<file path="config.mk">
export PLATFORM = sky130hd
export DESIGN_NAME = param_shift_reg_flat
export DESIGN_NICKNAME = d
export VERILOG_FILES = /design/src/rtl/param_shift_reg_if.sv /design/src/rtl/param_shift_reg.sv /design/src/flat_wrapper.sv
export SDC_FILE = /design/constraint.sdc
export NUM_CORES = 1
export LEC_CHECK = 0
export CAP_MARGIN = 20
export CORE_UTILIZATION = 39
export DETAILED_ROUTE_END_ITERATION = 6
export PLACE_DENSITY = 0.78
export SYNTH_ARGS = -nofsm -noshare
export SYNTH_HDL_FRONTEND = slang
export SYNTH_SLANG_ARGS = --single-unit
</file>
<file path="constraint.sdc">
create_clock -name clk -period 2.8 [get_ports clk]
set_clock_uncertainty 0.05 [all_clocks]
set_input_delay 0.56 -clock clk [delete_from_list [all_inputs] [get_ports clk]]
set_output_delay 0.56 -clock clk [all_outputs]
set_load 0.05 [all_outputs]
</file>
<file path="src/rtl/param_shift_reg_if.sv">
// Bundle of the data, control and status signals of param_shift_reg.
// The master modport drives control/data; the slave modport is the register itself.
interface param_shift_reg_if #(
    parameter int WIDTH = 4
);
    localparam int CW = $clog2(WIDTH + 1);

    logic             en;
    logic [2:0]       mode;
    logic             a;
    logic [WIDTH-1:0] d;
    logic [WIDTH-1:0] r;
    logic             so;
    logic [CW-1:0]    fill_cnt;
    logic             full;
    logic             zero;
    logic             match;
    logic [7:0]       match_cnt;

    modport master (
        output en, mode, a, d,
        input  r, so, fill_cnt, full, zero, match, match_cnt
    );

    modport slave (
        input  en, mode, a, d,
        output r, so, fill_cnt, full, zero, match, match_cnt
    );
endinterface

</file>
<file path="src/rtl/param_shift_reg.sv">
// WIDTH-bit mode-selected shift/rotate/load register with fill counter and zero flag.
// Optional pattern detector (match/match_cnt) is built only when PATTERN_DETECT_EN is defined.
module param_shift_reg #(
    parameter int               WIDTH   = 4,
    parameter logic [WIDTH-1:0] PATTERN = WIDTH'(4'b1011)
) (
    input  logic               clk,
    input  logic               rst_n,
    param_shift_reg_if.slave   bus
);
    localparam int            CW       = $clog2(WIDTH + 1);
    localparam logic [CW-1:0] FULL_CNT = CW'(WIDTH);

    localparam logic [2:0] MODE_HOLD  = 3'b000;
    localparam logic [2:0] MODE_SHL   = 3'b001;
    localparam logic [2:0] MODE_SHR   = 3'b010;
    localparam logic [2:0] MODE_ROL   = 3'b011;
    localparam logic [2:0] MODE_ROR   = 3'b100;
    localparam logic [2:0] MODE_LOAD  = 3'b101;
    localparam logic [2:0] MODE_CLEAR = 3'b110;

    logic [WIDTH-1:0] r_q, r_d;
    logic             so_q, so_d;
    logic [CW-1:0]    fill_q, fill_d;
    logic [CW-1:0]    fill_inc_s;
    logic             shift_s;

    assign fill_inc_s = (fill_q == FULL_CNT) ? fill_q : fill_q + CW'(1);

    // Next-state decode of register contents, serial-out and fill counter
    always_comb begin
        r_d     = r_q;
        so_d    = so_q;
        fill_d  = fill_q;
        shift_s = 1'b0;
        if (bus.en) begin
            case (bus.mode)
                MODE_SHL: begin
                    r_d     = {r_q[WIDTH-2:0], bus.a};
                    so_d    = r_q[WIDTH-1];
                    fill_d  = fill_inc_s;
                    shift_s = 1'b1;
                end
                MODE_SHR: begin
                    r_d     = {bus.a, r_q[WIDTH-1:1]};
                    so_d    = r_q[0];
                    fill_d  = fill_inc_s;
                    shift_s = 1'b1;
                end
                MODE_ROL: begin
                    r_d  = {r_q[WIDTH-2:0], r_q[WIDTH-1]};
                    so_d = r_q[WIDTH-1];
                end
                MODE_ROR: begin
                    r_d  = {r_q[0], r_q[WIDTH-1:1]};
                    so_d = r_q[0];
                end
                MODE_LOAD: begin
                    r_d    = bus.d;
                    so_d   = 1'b0;
                    fill_d = FULL_CNT;
                end
                MODE_CLEAR: begin
                    r_d    = '0;
                    so_d   = 1'b0;
                    fill_d = '0;
                end
                MODE_HOLD: begin
                    r_d = r_q;
                end
                default: begin
                    r_d = r_q;
                end
            endcase
        end else begin
            r_d = r_q;
        end
    end

    // Main state registers
    always_ff @(posedge clk or negedge rst_n) begin
        if (!rst_n) begin
            r_q    <= '0;
            so_q   <= 1'b0;
            fill_q <= '0;
        end else begin
            r_q    <= r_d;
            so_q   <= so_d;
            fill_q <= fill_d;
        end
    end

    assign bus.r        = r_q;
    assign bus.so       = so_q;
    assign bus.fill_cnt = fill_q;
    assign bus.full     = (fill_q == FULL_CNT);
    assign bus.zero     = (r_q == '0);

`ifdef PATTERN_DETECT_EN
    logic       match_q, match_d;
    logic [7:0] match_cnt_q, match_cnt_d;

    // Match qualifies on the post-edge state, so the pulse lines up with the new r
    always_comb begin
        match_d     = shift_s && (r_d == PATTERN) && (fill_d == FULL_CNT);
        match_cnt_d = match_cnt_q;
        if (bus.en && (bus.mode == MODE_CLEAR)) begin
            match_cnt_d = 8'd0;
        end else if (match_d && (match_cnt_q != 8'd255)) begin
            match_cnt_d = match_cnt_q + 8'd1;
        end else begin
            match_cnt_d = match_cnt_q;
        end
    end

    // Detector registers
    always_ff @(posedge clk or negedge rst_n) begin
        if (!rst_n) begin
            match_q     <= 1'b0;
            match_cnt_q <= 8'd0;
        end else begin
            match_q     <= match_d;
            match_cnt_q <= match_cnt_d;
        end
    end

    assign bus.match     = match_q;
    assign bus.match_cnt = match_cnt_q;
`else
    logic unused_s;
    assign unused_s      = shift_s ^ (|PATTERN);
    assign bus.match     = 1'b0;
    assign bus.match_cnt = 8'd0;
`endif
endmodule

</file>
<file path="src/flat_wrapper.sv">
// flat-port wrapper written by rule: the top's interface ports become plain ports
module param_shift_reg_flat 
#(
    parameter int               WIDTH   = 4,
    parameter logic [WIDTH-1:0] PATTERN = WIDTH'(4'b1011)
)
  (clk, rst_n, bus_en, bus_mode, bus_a, bus_d, bus_r, bus_so, bus_fill_cnt, bus_full, bus_zero, bus_match, bus_match_cnt);
  param_shift_reg_if #(.WIDTH(WIDTH)) bus_i ();
  input  logic clk;
  input  logic rst_n;
  input wire logic [$bits(bus_i.en)-1:0] bus_en;
  input wire logic [$bits(bus_i.mode)-1:0] bus_mode;
  input wire logic [$bits(bus_i.a)-1:0] bus_a;
  input wire logic [$bits(bus_i.d)-1:0] bus_d;
  output wire logic [$bits(bus_i.r)-1:0] bus_r;
  output wire logic [$bits(bus_i.so)-1:0] bus_so;
  output wire logic [$bits(bus_i.fill_cnt)-1:0] bus_fill_cnt;
  output wire logic [$bits(bus_i.full)-1:0] bus_full;
  output wire logic [$bits(bus_i.zero)-1:0] bus_zero;
  output wire logic [$bits(bus_i.match)-1:0] bus_match;
  output wire logic [$bits(bus_i.match_cnt)-1:0] bus_match_cnt;
  assign bus_i.en = bus_en;
  assign bus_i.mode = bus_mode;
  assign bus_i.a = bus_a;
  assign bus_i.d = bus_d;
  assign bus_r = bus_i.r;
  assign bus_so = bus_i.so;
  assign bus_fill_cnt = bus_i.fill_cnt;
  assign bus_full = bus_i.full;
  assign bus_zero = bus_i.zero;
  assign bus_match = bus_i.match;
  assign bus_match_cnt = bus_i.match_cnt;
  param_shift_reg #(.WIDTH(WIDTH), .PATTERN(PATTERN)) u_core (.clk(clk), .rst_n(rst_n), .bus(bus_i));
endmodule
</file>
======== Word level (Yosys, flattened, before mapping) ========
Index checks and enable logic that the tools add are counted.
word-level totals
  register bits after elaboration ......... 8
cells by class
  $add $sub $neg .......................... 1
  equal/unequal tests ..................... 8
  multiplexer cells ....................... 4
  reductions and logical operators ........ 11
operators by type and width
  operator             count
  $pmux 4 s6           1
  $eq 3x3->1 const B   4
  $pmux 3 s3           1
  $reduce_or 2->1      4
  $eq 3x2->1 const B   2
  $reduce_bool 3->1    2
  $reduce_bool 6->1    1
  $logic_not 4->1      1
  $reduce_and 2->1     2
  $add 3x1->3 const B  1
  $eq 3x1->1 const B   1
  $mux 3               1
  $pmux 1 s3           1
  $reduce_and 3->1     1
  $ne 2x2->1 const B   1

======== Depth between registers and ports, before layout ========
Gate-level depths: netlist of the first run.
  depth in word-level cells ............... 4
  mapped depth ............................ 7
  mapped depth without buffers ............ 6

======== Worst setup path after synthesis of the first run ========
OpenSTA, ideal clock, no wires.
  path type ............................... reg2out
  from .................................... register u_core.r_q[0] (netlist: u_core.bus.r[0])
  to ...................................... output port bus_zero
  arrival ................................. 2208 ps
  required time ........................... 2190 ps
  path slack .............................. -18 ps
  stages on the path, launching flop included .. 2
  path buffers ............................ 0
  path through ............................ dfrtp_1 -> nor4_1
on the way
  word-level cells in the longest chain between the ends .. 1
ends and longest elaborated chain
  element                   RTL line               RTL
  start: declaration        param_shift_reg.sv:22  logic [WIDTH-1:0] r_q, r_d;
  start signal: assignment  param_shift_reg.sv:87  r_q <= r_d;
  $logic_not 4->1           param_shift_reg.sv:97  assign bus.zero = (r_q == '0);
  end: declaration          flat_wrapper.sv:19     output wire logic [$bits(bus_i.zero)-1:0] bus_zero;
Every way passes these cells.

======== Worst setup path after layout of the first run ========
  from .................................... register u_core.fill_q[0] (netlist: u_core.bus.fill_cnt[0])
  to ...................................... output port bus_full
on the way
  word-level cells in the longest chain between the ends .. 1
ends and longest elaborated chain
  element                   RTL line               RTL
  start: declaration        param_shift_reg.sv:24  logic [CW-1:0] fill_q, fill_d;
  start signal: assignment  param_shift_reg.sv:89  fill_q <= fill_d;
  $eq 3x3->1                param_shift_reg.sv:96  assign bus.full = (fill_q == FULL_CNT);
  end: declaration          flat_wrapper.sv:18     output wire logic [$bits(bus_i.full)-1:0] bus_full;
Every way passes these cells.

==> parameters.txt, run 1 <==
Parameter                              Value

Status
  Result of the run ... finished clean

Yosys
  Predominant post-synthesis flop cell ... sky130_fd_sc_hd__dfrtp_1
  Top-area cell type share of the netlist area ... 25.12%
  Dominant cell by count in the synthesized netlist ... sky130_fd_sc_hd__nand2_1
  Count of different cell masters after synthesis ... 29
  Top post-synthesis cells by area ... sky130_fd_sc_hd__dfrtp_1 (25%), sky130_fd_sc_hd__ha_1 (9.4%), sky130_fd_sc_hd__buf_4 (8.5%), sky130_fd_sc_hd__nor2b_1 (5.5%), sky130_fd_sc_hd__nand2_1 (4.7%)
  Synth warnings ... 0
  Async set-reset flop share out of synthesis ... 100.0%
  Top cells by count, synth ... sky130_fd_sc_hd__nand2_1 (10), sky130_fd_sc_hd__buf_4 (9), sky130_fd_sc_hd__dfrtp_1 (8), sky130_fd_sc_hd__inv_1 (8), sky130_fd_sc_hd__nor2b_1 (7)
  Area of the mapped netlist ... 797.0 um^2
  Synthesized netlist cell count ... 85
  Most area-hungry cell type in the Yosys netlist ... sky130_fd_sc_hd__dfrtp_1
  Number of storage elements in the synthesis netlist ... 8
  Synthesized area per cell ... 9.377 um^2
  Post-synthesis sequential area ratio ... 25.12%
  Number of enable flip-flop cells after synthesis ... 0

Finish
  Number of fill cells ... 174
  Final standard cell area without fillers ... 993.5 um^2
  Share of final-layout standard cells stronger than drive strength 1 ... 16.19%
  Count of placed standard cells in the final layout, fillers left out ... 130
  Fin util ... 54.57%
  Inserted Diodes ... 0
  Layout overhead on the synthesized area ... 24.65%
  Count of nets after finishing ... 124

Die
  Vertical extent of the die ... 47.21 um
  Starting Density ... 43.78%
  Top-level port count ... 30
  Standard-cell row count ... 15
  Core Area ... 1821 um^2
  Area of the die ... 2228 um^2
  Die width ... 47.21 um

Timing
  Max-slew violation total from the final report ... 0
  Part of the cycle the worst path needs ... 87.30%
  Slew @ Worst Pin ... 0.5001 ns
  Achievable clock frequency ... 0.4091 GHz
  Count of endpoints failing hold in the final timing report ... 0
  Final number of setup-violating endpoints ... 0
  Tmin final ... 2.444 ns
  Tightest slew margin relative to the limit ... 66.56%
  Unrepaired setup endpoints after global routing ... false
  Setup TNS ... 0 ns

CTS
  Quantity of gates resized following cts ... 0
  Clock buffers created by TritonCTS ... 3
  Hold buffer count at cts ... 0
  H-tree levels ... 1
  Master cell of the clock root buffer ... sky130_fd_sc_hd__clkbuf_4
  Clock transition time at the flip-flop clock pins of the worst setup and hold paths ... 0.05 ns
  Clk buf depth ... 2
  Number of clock sinks ... 8
  Number of buffers added for setup after CTS ... 0
  Clk_lat worst skew ... 0.25 ns
  Clock tree from TritonCTS ... done

Setup path
  Worst Path Arrival ... 1.83 ns
  Crit Path Class ... flop to primary output
  Kind of start point of the critical path ... flop
  Required time worst endpoint ... 2.19 ns
  Nature of the critical path endpoint ... primary output
  Largest driver fanout on the critical path ... 5

Place
  Global placer's final weighted congestion ... 0.8379
  Detailed Place HPWL ... 1332 um
  DP Cell Count ... 127
  Number of buffer cells added on primary ports ... 20
  Placed cell areas ... 970.9 um^2

Min path
  Tightest Hold Check Type ... flop to flop

Global routing
  Largest net degree at the start of global routing ... 12
  Leftover overflow at the end of global routing ... 0
  Vias in the first global route ... 624
  GR Util All Layers ... 17.87%
  Initial antenna violation count ... 0
  First-pass GRT wire length ... 2787 um

Power and ir drop
  Worst IR Drop VDD ... 0.0005146 V
  Leakage ... 0.4453 nW
  Overall power after layout ... 0.7391 mW
  Power per cell area ... 744.0 nW/um^2

Detailed routing
  Drt wl/cell ... 13.06 um
  Remaining number of nets flagged by the antenna check after routing ... 0
  Initial DRT Pass Iterations ... 4
  Total detailed-routing wirelength ... 1698 um
  Routed via count divided by cell count ... 5.308
  Total number of vias ... 690
  Total DRC errors in the routed layout ... 0
  Starting DRC count in detailed routing ... 17

Job
  Max-cap violation count ... 0
[path summary, 6_finish.rpt]
kind	slack, ns	start	endpoint	depth (start not counted)
max	0.36	u_core.bus.fill_cnt[0]$_DFFE_PN0P_	bus_full	5
min	0.47	u_core.bus.so$_DFFE_PN0P_	u_core.bus.so$_DFFE_PN0P_	1
max reg2reg	1.29	u_core.bus.fill_cnt[0]$_DFFE_PN0P_	u_core.bus.fill_cnt[2]$_DFFE_PN0P_	6
min reg2reg	0.47	u_core.bus.so$_DFFE_PN0P_	u_core.bus.so$_DFFE_PN0P_	1
max in group asynchronous	1.93	rst_n	u_core.bus.r[3]$_DFFE_PN0P_	1
min in group asynchronous	0.53	rst_n	u_core.bus.so$_DFFE_PN0P_	1
[stage by stage]
step / hold WS (ns) / worst slack [ns]
finish: 0.4665 / 0.3556
floorplan: 0.2144 / 0.5383
detailed placement: 0.4564 / 0.3175
CTS: 0.4681 / 0.3216
global placement: 0.4583 / 0.3687
global route: 0.4853 / 0.2383
[area by class of cell]
class                           count  area (um^2)  area share, %
Clock buffer                        3        22.52          2.267
Multi-Input combinational cell     65        501.7          50.50
Timing Repair Buffer               21        207.7          20.91
Sequential cell                     8        200.2          20.15
Tap cell                           25        31.28          3.149
Inverter                            8        30.03          3.023
[kinds of logic after synthesis]
group | synth area share (%)
AOI/OAI and AO/OA | 29.36
adders and majority gates | 9.419
buffers and inverters | 16.48
DFF | 25.12
muxes | 3.296
other | 0.4705
and+or+nand+nor | 15.86
[flip-flops by register name, indices dropped and copies added (netlist names)]
name / count
u_core.bus.so: 1
u_core.bus.fill_cnt: 3
u_core.bus.r: 4
[worst max-delay path, cell delays in order, from the launching register on]
cell	delay [ns]
sky130_fd_sc_hd__dfrtp_1	0.42
sky130_fd_sc_hd__inv_1	0.08
sky130_fd_sc_hd__ha_1	0.14
sky130_fd_sc_hd__nand2_1	0.09
sky130_fd_sc_hd__inv_1	0.07
sky130_fd_sc_hd__clkdlybuf4s50_1	0.79
[report_power, final]
group | leakage (nW) | total [mW] | switching [mW] | internal [mW]
clock network | 0.0138 | 0.0844 | 0.0356 | 0.0488
registers | 0.103 | 0.200 | 0.0491 | 0.151
logic | 0.329 | 0.455 | 0.295 | 0.160
[layout by cell type, fill, tap and decap left out]
cell,instances
sky130_fd_sc_hd__clkdlybuf4s50_1,20
sky130_fd_sc_hd__nand2_1,10
sky130_fd_sc_hd__conb_1,9
sky130_fd_sc_hd__inv_1,8
sky130_fd_sc_hd__dfrtp_1,8
sky130_fd_sc_hd__nor2b_1,7
sky130_fd_sc_hd__ha_1,6
sky130_fd_sc_hd__o21ai_1,4
sky130_fd_sc_hd__a22o_2,3
sky130_fd_sc_hd__a222oi_1,3
sky130_fd_sc_hd__o31ai_1,3
sky130_fd_sc_hd__clkbuf_4,3
sky130_fd_sc_hd__nor2_2,2
sky130_fd_sc_hd__nor3_1,2
sky130_fd_sc_hd__a32oi_1,2
sky130_fd_sc_hd__nor4_2,1
sky130_fd_sc_hd__o21a_4,1
sky130_fd_sc_hd__o31ai_4,1
sky130_fd_sc_hd__nor3b_2,1
sky130_fd_sc_hd__o311ai_4,1
sky130_fd_sc_hd__a21o_1,1
sky130_fd_sc_hd__nor2_1,1
sky130_fd_sc_hd__a21oi_1,1
sky130_fd_sc_hd__mux2_4,1
sky130_fd_sc_hd__o211a_1,1
sky130_fd_sc_hd__o21bai_1,1
sky130_fd_sc_hd__o2bb2ai_1,1
sky130_fd_sc_hd__o211ai_2,1
sky130_fd_sc_hd__mux2_2,1
sky130_fd_sc_hd__buf_4,1
[layer usage]
layer | routed length [um] | part of all wire [%] | global-route usage (%) | up-vias
met3 | 149 | 8.8 | 6.923 | 2
met5 | 0 | 0 | 0 | -
met1 | 717 | 42 | 20.69 | 322
met2 | 817 | 48 | 30.56 | 41
met4 | 14 | 0.82 | 5.143 | 0
li1 | - | - | - | 325
(Power assumes the default switching activity.)
==> run 2: changes to the inputs <==
CORE_UTILIZATION = 46   (was 39)
PLACE_DENSITY = 0.89   (was 0.78)
==> run 2 against run 1 <==
Effect of this change: the run now ends with DRC left; via count decreased by 7.7%; clock power decreased by 1%; register-to-register slack about the same; power about the same; count of clock-buffer cells in the layout unchanged; largest cell class unchanged.
==> parameters.txt, run 2 (same netlist as run 1, synthesis figures left out) <==
Parameter                              Value

Finish
  Count of nets after finishing ... 124 (unchanged)
  Fin util ... 63.00% (was 54.57%)
  Leading cell types in the layout, fill and taps excluded ... sky130_fd_sc_hd__clkdlybuf4s50_1 (20), sky130_fd_sc_hd__nand2_1 (10), sky130_fd_sc_hd__conb_1 (9) (unchanged)
  Inserted Diodes ... 0 (unchanged)
  Share of final-layout standard cells stronger than drive strength 1 ... 16.19% (unchanged)
  Number of fill cells ... 124 (was 174)
  Most common cell after layout, fill and taps aside ... sky130_fd_sc_hd__clkdlybuf4s50_1 (unchanged)
  Number of flip-flops under the largest register name ... 4 (unchanged)
  Layout overhead on the synthesized area ... 23.23% (was 24.65%)

Job
  Max-cap violation count ... 0 (unchanged)

Timing
  Achievable clock frequency ... 0.4056 GHz (was 0.4091 GHz)
  Unrepaired setup endpoints after global routing ... false (unchanged)
  Count of endpoints failing hold in the final timing report ... 0 (unchanged)
  WHS ... 0.4828 ns (was 0.4665 ns)
  Final number of setup-violating endpoints ... 0 (unchanged)
  Tmin final ... 2.465 ns (was 2.444 ns)
  Setup TNS ... 0 ns (unchanged)
  Tightest slew margin relative to the limit ... 65.24% (was 66.56%)
  Part of the cycle the worst path needs ... 88.04% (was 87.30%)
  Slew @ Worst Pin ... 0.5198 ns (was 0.5001 ns)
  Max-slew violation total from the final report ... 0 (unchanged)

Detailed routing
  Total DRC errors in the routed layout ... 3 (was 0)
  Remaining number of nets flagged by the antenna check after routing ... 0 (unchanged)
  Total detailed-routing wirelength ... 1602 um (was 1698 um)
  Initial DRT Pass Iterations ... 6 (was 4)
  Total number of vias ... 637 (was 690)
  Starting DRC count in detailed routing ... 31 (was 17)
  Routed via count divided by cell count ... 5.264 (was 5.308)
  Drt wl/cell ... 13.24 um (was 13.06 um)

Status
  Failing checks ... DRC
  Result of the run ... complete, but fails checks (was finished clean)

CTS
  Clock buffers created by TritonCTS ... 3 (unchanged)
  Quantity of gates resized following cts ... 0 (unchanged)
  H-tree levels ... 1 (unchanged)
  Clock transition time at the flip-flop clock pins of the worst setup and hold paths ... 0.05 ns (about the same)
  Hold buffer count at cts ... 0 (unchanged)
  Clk buf depth ... 2 (unchanged)
  Number of buffers added for setup after CTS ... 0 (unchanged)
  Master cell of the clock root buffer ... sky130_fd_sc_hd__clkbuf_4 (unchanged)
  Clock tree from TritonCTS ... done (unchanged)
  Number of clock sinks ... 8 (unchanged)
  Clk_lat worst skew ... 0.24 ns (was 0.25 ns)

Place
  Global placer's final weighted congestion ... 0.8520 (was 0.8379)
  Number of buffer cells added on primary ports ... 20 (unchanged)
  Detailed Place HPWL ... 1307 um (was 1332 um)

Setup path
  Kind of cell with the highest combined delay on the critical path ... buffers and inverters (unchanged)
  Nature of the critical path endpoint ... primary output (unchanged)
  CP Depth ... 2 (was 5)
  Worst Path Arrival ... 1.86 ns (was 1.83 ns)
  Launching point of the worst reg2reg path ... u_core.bus.fill_cnt[0]$_DFFE_PN0P_ (unchanged)
  Required time worst endpoint ... 2.19 ns (about the same)
  R2r setup slk ... 1.29 ns (about the same)
  Worst path buffer plus inverter count ... 1 (was 3)
  Crit Path Class ... flop to primary output (unchanged)
  Kind of start point of the critical path ... flop (unchanged)
  Critical path origin ... u_core.bus.r[0]$_DFFE_PN0P_ (was u_core.bus.fill_cnt[0]$_DFFE_PN0P_)
  Delay of the slowest cell on the worst path ... 0.86 ns (was 0.79 ns)
  Capturing element of the worst setup path ... bus_zero (was bus_full)
  Crit-path slowest cell ... sky130_fd_sc_hd__clkdlybuf4s50_1 (unchanged)
  Endpoint of the lowest-slack register-to-register path ... u_core.bus.fill_cnt[2]$_DFFE_PN0P_ (unchanged)
  Largest driver fanout on the critical path ... 6 (was 5)
  FF-to-FF path depth ... 6 (unchanged)
  Cells along the critical path ... nor4_2, clkdlybuf4s50_1 (was inv_1, ha_1, nand2_1, inv_1, clkdlybuf4s50_1)

Die
  Die width ... 43.63 um (was 47.21 um)
  Standard-cell row count ... 14 (was 15)
  Top-level port count ... 30 (unchanged)
  Core Area ... 1559 um^2 (was 1821 um^2)
  Starting Density ... 51.12% (was 43.78%)
  Vertical extent of the die ... 43.63 um (was 47.21 um)
  Area of the die ... 1903 um^2 (was 2228 um^2)

Global routing
  Vias in the first global route ... 592 (was 624)
  Initial antenna violation count ... 0 (unchanged)
  Leftover overflow at the end of global routing ... 0 (unchanged)
  Largest net degree at the start of global routing ... 15 (was 12)
  GR Util All Layers ... 18.33% (was 17.87%)
  First-pass GRT wire length ... 2594 um (was 2787 um)

Power and ir drop
  Internal power summed over all cells ... 0.3595 mW (about the same)
  Sw frac ... 51.39% (was 51.36%)
  Proportion of power drawn by combinational gates ... 62.1% (was 61.5%)
  Sw Pwr ... 0.3801 mW (was 0.3797 mW)
  Sequential power share ... 26.7% (was 27.1%)
  Power per cell area ... 752.9 nW/um^2 (was 744.0 nW/um^2)
  Leakage ... 0.4453 nW (unchanged)
  Share of power burned in the clock network ... 11.3% (was 11.4%)
  Worst IR Drop VDD ... 0.0004974 V (was 0.0005146 V)

Min path
  Tightest Hold Check Type ... flop to flop (unchanged)
==> run 2: cell counts in the layout (fill, tap and decap cells not counted) <==
Identical to the previous run, type by type.
==> run 2: power by group through the flow <==
| stage | clock [mW] | sequential (mW) | combinational, mW |
|---|---|---|---|
| 6_report | 0.0832 | 0.197 | 0.459 |
| 5_1_grt | 0.0968 | 0.204 | 0.484 |
| 4_1_cts | 0.0885 | 0.197 | 0.461 |
| 3_5_place_dp | 0 | 0.200 | 0.459 |
| 3_3_place_gp | 0 | 0.199 | 0.452 |
| 2_1_floorplan | 0 | 0.315 | 0.210 |
==> run 2: layer usage <==
| layer | vias up | track usage (%) | part of all wire (%) | routed length (um) |
|---|---|---|---|---|
| met5 | - | 0 | 0 | 0 |
| met4 | 0 | 10.63 | 0 | 0 |
| met3 | 0 | 2.083 | 5.4 | 86 |
| met2 | 20 | 29.25 | 51 | 811 |
| met1 | 289 | 23.88 | 44 | 704 |
| li1 | 328 | - | - | - |
==> run 2: worst reg2reg max path, cell delays in order, from the launching register on <==
cell and delay (ns):
sky130_fd_sc_hd__dfrtp_1 0.42, sky130_fd_sc_hd__inv_1 0.07, sky130_fd_sc_hd__ha_1 0.13, sky130_fd_sc_hd__nand2_1 0.09, sky130_fd_sc_hd__o311ai_4 0.37, sky130_fd_sc_hd__o21bai_1 0.16
sky130_fd_sc_hd__o2bb2ai_1 0.14
==> run 2: final cells by class <==
cell class                      instances  area (um^2)  share of cell area (%)
Clock buffer                            3        22.52                   2.293
Timing Repair Buffer                   21        207.7                   21.15
Sequential cell                         8        200.2                   20.38
Inverter                                8        30.03                   3.057
Multi-Input combinational cell         65        501.7                   51.08
Tap cell                               16        20.02                   2.038
==> run 2: through the flow <==
step	power (mW)	cell area [um^2]	worst slack, ns	cells
finish	0.7395	982.2	0.3348	121
global placement	0.6505	959.7	0.3809	118
floorplan	0.5247	833.3	0.5383	93
global route	0.7847	982.2	0.2538	121
detailed placement	0.6587	959.7	0.2812	118
CTS	0.7465	982.2	0.3249	121
==> run 2: how the worst min path moves through the flow <==
| stage | endpoint | cells after the start | start | slack [ns] |
|---|---|---|---|---|
| after global placement | u_core.bus.so$_DFFE_PN0P_ | 1 | u_core.bus.so$_DFFE_PN0P_ | 0.46 |
| after detailed placement | u_core.bus.fill_cnt[1]$_DFFE_PN0P_ | 2 | u_core.bus.fill_cnt[1]$_DFFE_PN0P_ | 0.48 |
| after floorplan | u_core.bus.fill_cnt[0]$_DFFE_PN0P_ | 0 | rst_n | 0.21 |
| after CTS | u_core.bus.fill_cnt[1]$_DFFE_PN0P_ | 2 | u_core.bus.fill_cnt[1]$_DFFE_PN0P_ | 0.49 |
| final | u_core.bus.so$_DFFE_PN0P_ | 1 | u_core.bus.so$_DFFE_PN0P_ | 0.48 |
| after global routing | u_core.bus.so$_DFFE_PN0P_ | 1 | u_core.bus.so$_DFFE_PN0P_ | 0.50 |
==> run 3: changes to the inputs <==
CORE_UTILIZATION = 47   (was 46)
DONT_BUFFER_PORTS = 1   (was default)
PLACE_DENSITY = 0.68   (was 0.89)
==> run 3 against run 2 <==
Effect of this change: the run now ends clean; register-to-register slack lost 0.27 ns; maximum frequency up 12%; hold slack got worse by 0.017 ns; power shrank 15%; final cell count down 16%; die area down 2.0%; largest cell class unchanged.
==> parameters.txt, run 3 (same netlist as run 1, synthesis figures left out) <==
Parameter                              Value

Power and ir drop
  Power per cell area ... 797.1 nW/um^2 (was 752.9 nW/um^2)
  Worst IR Drop VDD ... 0.0005372 V (was 0.0004974 V)
  Leakage ... 0.3739 nW (was 0.4453 nW)

Detailed routing
  Starting DRC count in detailed routing ... 26 (was 31)
  Met1 layer wirelength in the final routing ... 662 um (was 704 um)
  Total number of vias ... 590 (was 637)
  Uppermost signal routing layer after detailed routing ... met4 (was met3)
  Initial DRT Pass Iterations ... 4 (was 6)
  Total DRC errors in the routed layout ... 0 (was 3)
  Met2 routed wirelength ... 670 um (was 811 um)
  Remaining number of nets flagged by the antenna check after routing ... 0 (unchanged)
  Total detailed-routing wirelength ... 1457 um (was 1602 um)
  Drt wl/cell ... 14.28 um (was 13.24 um)
  Routed via count divided by cell count ... 5.784 (was 5.264)
  Total length of routed met3 wires ... 94 um (was 86 um)

Global routing
  Vias in the first global route ... 562 (was 592)
  Largest net degree at the start of global routing ... 18 (was 15)
  First-pass GRT wire length ... 2339 um (was 2594 um)
  Leftover overflow at the end of global routing ... 0 (unchanged)
  GR Util All Layers ... 17.00% (was 18.33%)
  Initial antenna violation count ... 0 (unchanged)

Timing
  Max-slew violation total from the final report ... 0 (unchanged)
  Final number of setup-violating endpoints ... 0 (unchanged)
  WHS ... 0.4653 ns (was 0.4828 ns)
  Tightest slew margin relative to the limit ... 56.35% (was 65.24%)
  Achievable clock frequency ... 0.4561 GHz (was 0.4056 GHz)
  Setup TNS ... 0 ns (unchanged)
  Count of endpoints failing hold in the final timing report ... 0 (unchanged)
  Part of the cycle the worst path needs ... 78.30% (was 88.04%)
  Slew @ Worst Pin ... 0.6547 ns (was 0.5198 ns)
  Tmin final ... 2.192 ns (was 2.465 ns)
  Unrepaired setup endpoints after global routing ... false (unchanged)

Place
  Global placer's final weighted congestion ... 0.7527 (was 0.8520)
  Number of buffer cells added on primary ports ... 0 (was 20)
  Detailed Place HPWL ... 1135 um (was 1307 um)

Die
  Standard-cell row count ... 14 (unchanged)
  Vertical extent of the die ... 43.18 um (was 43.63 um)
  Top-level port count ... 30 (unchanged)
  Die width ... 43.18 um (was 43.63 um)
  Starting Density ... 51.70% (was 51.12%)
  Core Area ... 1541 um^2 (was 1559 um^2)
  Area of the die ... 1865 um^2 (was 1903 um^2)

CTS
  Clock tree from TritonCTS ... done (unchanged)
  Clk_lat worst skew ... 0.25 ns (was 0.24 ns)
  Clock buffers created by TritonCTS ... 3 (unchanged)
  H-tree levels ... 1 (unchanged)
  Clock transition time at the flip-flop clock pins of the worst setup and hold paths ... 0.05 ns (about the same)
  Number of clock sinks ... 8 (unchanged)
  Quantity of gates resized following cts ... 0 (unchanged)
  Clk buf depth ... 2 (unchanged)
  Master cell of the clock root buffer ... sky130_fd_sc_hd__clkbuf_4 (unchanged)

Setup path
  Endpoint of the lowest-slack register-to-register path ... u_core.bus.fill_cnt[2]$_DFFE_PN0P_ (unchanged)
  Kind of start point of the critical path ... flop (unchanged)
  Required time worst endpoint ... 2.19 ns (about the same)
  Worst Path Arrival ... 1.58 ns (was 1.86 ns)
  FF-to-FF path depth ... 6 (unchanged)
  R2r setup slk ... 1.02 ns (was 1.29 ns)
  Crit Path Class ... flop to primary output (unchanged)
  Nature of the critical path endpoint ... primary output (unchanged)
  Largest driver fanout on the critical path ... 5 (was 6)
  Launching point of the worst reg2reg path ... u_core.bus.fill_cnt[0]$_DFFE_PN0P_ (unchanged)

Finish
  Layout overhead on the synthesized area ... -0.6278% (was 23.23%)
  Number of flip-flops under the largest register name ... 4 (unchanged)
  Count of nets after finishing ... 105 (was 124)
  Leading cell types in the layout, fill and taps excluded ... sky130_fd_sc_hd__nand2_1 (10), sky130_fd_sc_hd__conb_1 (9), sky130_fd_sc_hd__inv_1 (8), sky130_fd_sc_hd__dfrtp_1 (8), sky130_fd_sc_hd__nor2b_1 (7) (was sky130_fd_sc_hd__clkdlybuf4s50_1 (20), sky130_fd_sc_hd__nand2_1 (10), sky130_fd_sc_hd__conb_1 (9))
  Share of final-layout standard cells stronger than drive strength 1 ... 19.77% (was 16.19%)
  Most common cell after layout, fill and taps aside ... sky130_fd_sc_hd__nand2_1 (was sky130_fd_sc_hd__clkdlybuf4s50_1)
  Inserted Diodes ... 0 (unchanged)

Min path
  Critical hold path startpoint ... bus_en (was u_core.bus.so$_DFFE_PN0P_)
  Worst hold path cell count ... 2 (was 1)
  Worst min-delay path endpoint ... u_core.bus.fill_cnt[2]$_DFFE_PN0P_ (was u_core.bus.so$_DFFE_PN0P_)
  Tightest Hold Check Type ... input pin to flop (was flop to flop)

Job
  Max-cap violation count ... 0 (unchanged)

Status
  Result of the run ... finished clean (was complete, but fails checks)
## run 3: cell types whose count changed in the layout (fill, tap and decap cells not counted)
cell / before / now
sky130_fd_sc_hd__clkdlybuf4s50_1: 20 / 0
sky130_fd_sc_hd__dlygate4sd3_1: 0 / 1
## run 3: power breakdown
part | switching (mW) | internal (mW)
logic | 0.144 | 0.0795
clock network | 0.0342 | 0.0487
registers | 0.177 | 0.148
## run 3: final cells by class
class / count / area (um^2)
flip-flops and latches: 8 / 200.2
multi-input cells: 65 / 501.7
fillers: 147 / 749.5
repair buffers: 2 / 17.52
clock buffers: 3 / 22.52
inverters: 8 / 30.03
well taps: 16 / 20.02
## run 3: how the worst max path moves through the flow
stage,start,end,slack [ns],cells past startpoint
after global placement,u_core.bus.fill_cnt[0]$_DFFE_PN0P_,bus_full,0.88,4
final,u_core.bus.fill_cnt[0]$_DFFE_PN0P_,bus_full,0.61,4
after detailed placement,u_core.bus.fill_cnt[0]$_DFFE_PN0P_,bus_full,0.86,4
after floorplan,u_core.bus.r[0]$_DFFE_PN0P_,bus_zero,0.54,1
after global routing,u_core.bus.fill_cnt[0]$_DFFE_PN0P_,bus_full,0.50,4
after CTS,u_core.bus.fill_cnt[0]$_DFFE_PN0P_,bus_full,0.59,4
## run 3: critical path: stages (launching register included)
cell and delay [ns]:
sky130_fd_sc_hd__dfrtp_1 0.68, sky130_fd_sc_hd__inv_1 0.10, sky130_fd_sc_hd__ha_1 0.21, sky130_fd_sc_hd__nand2_1 0.11, sky130_fd_sc_hd__inv_1 0.23
## run 3: timing repair
action                    CTS  global route
hold endpoints to repair    8             0
hold buffers                1             0
setup buffers               0             0
## run 3: per-stage QoR
stage / power (mW) / area (um^2) / cells / util, % / worst slack, ns
floorplan: 0.5247 / 833.3 / 93 / - / 0.5383
global placement: 0.5443 / 759.5 / 98 / 49.27 / 0.8794
detailed placement: 0.5499 / 759.5 / 98 / 49.27 / 0.8631
CTS: 0.6411 / 792.0 / 102 / 51.38 / 0.5860
global route: 0.6729 / 792.0 / 102 / 51.38 / 0.5001
finish: 0.6313 / 792.0 / 102 / 51.38 / 0.6075
## run 3: layer usage
| layer | global-route usage, % | vias to the layer above |
|---|---|---|
| met5 | 0 | - |
| met4 | 10.30 | 0 |
| met3 | 2.979 | 4 |
| met2 | 25.37 | 25 |
| met1 | 22.61 | 271 |
| li1 | - | 290 |
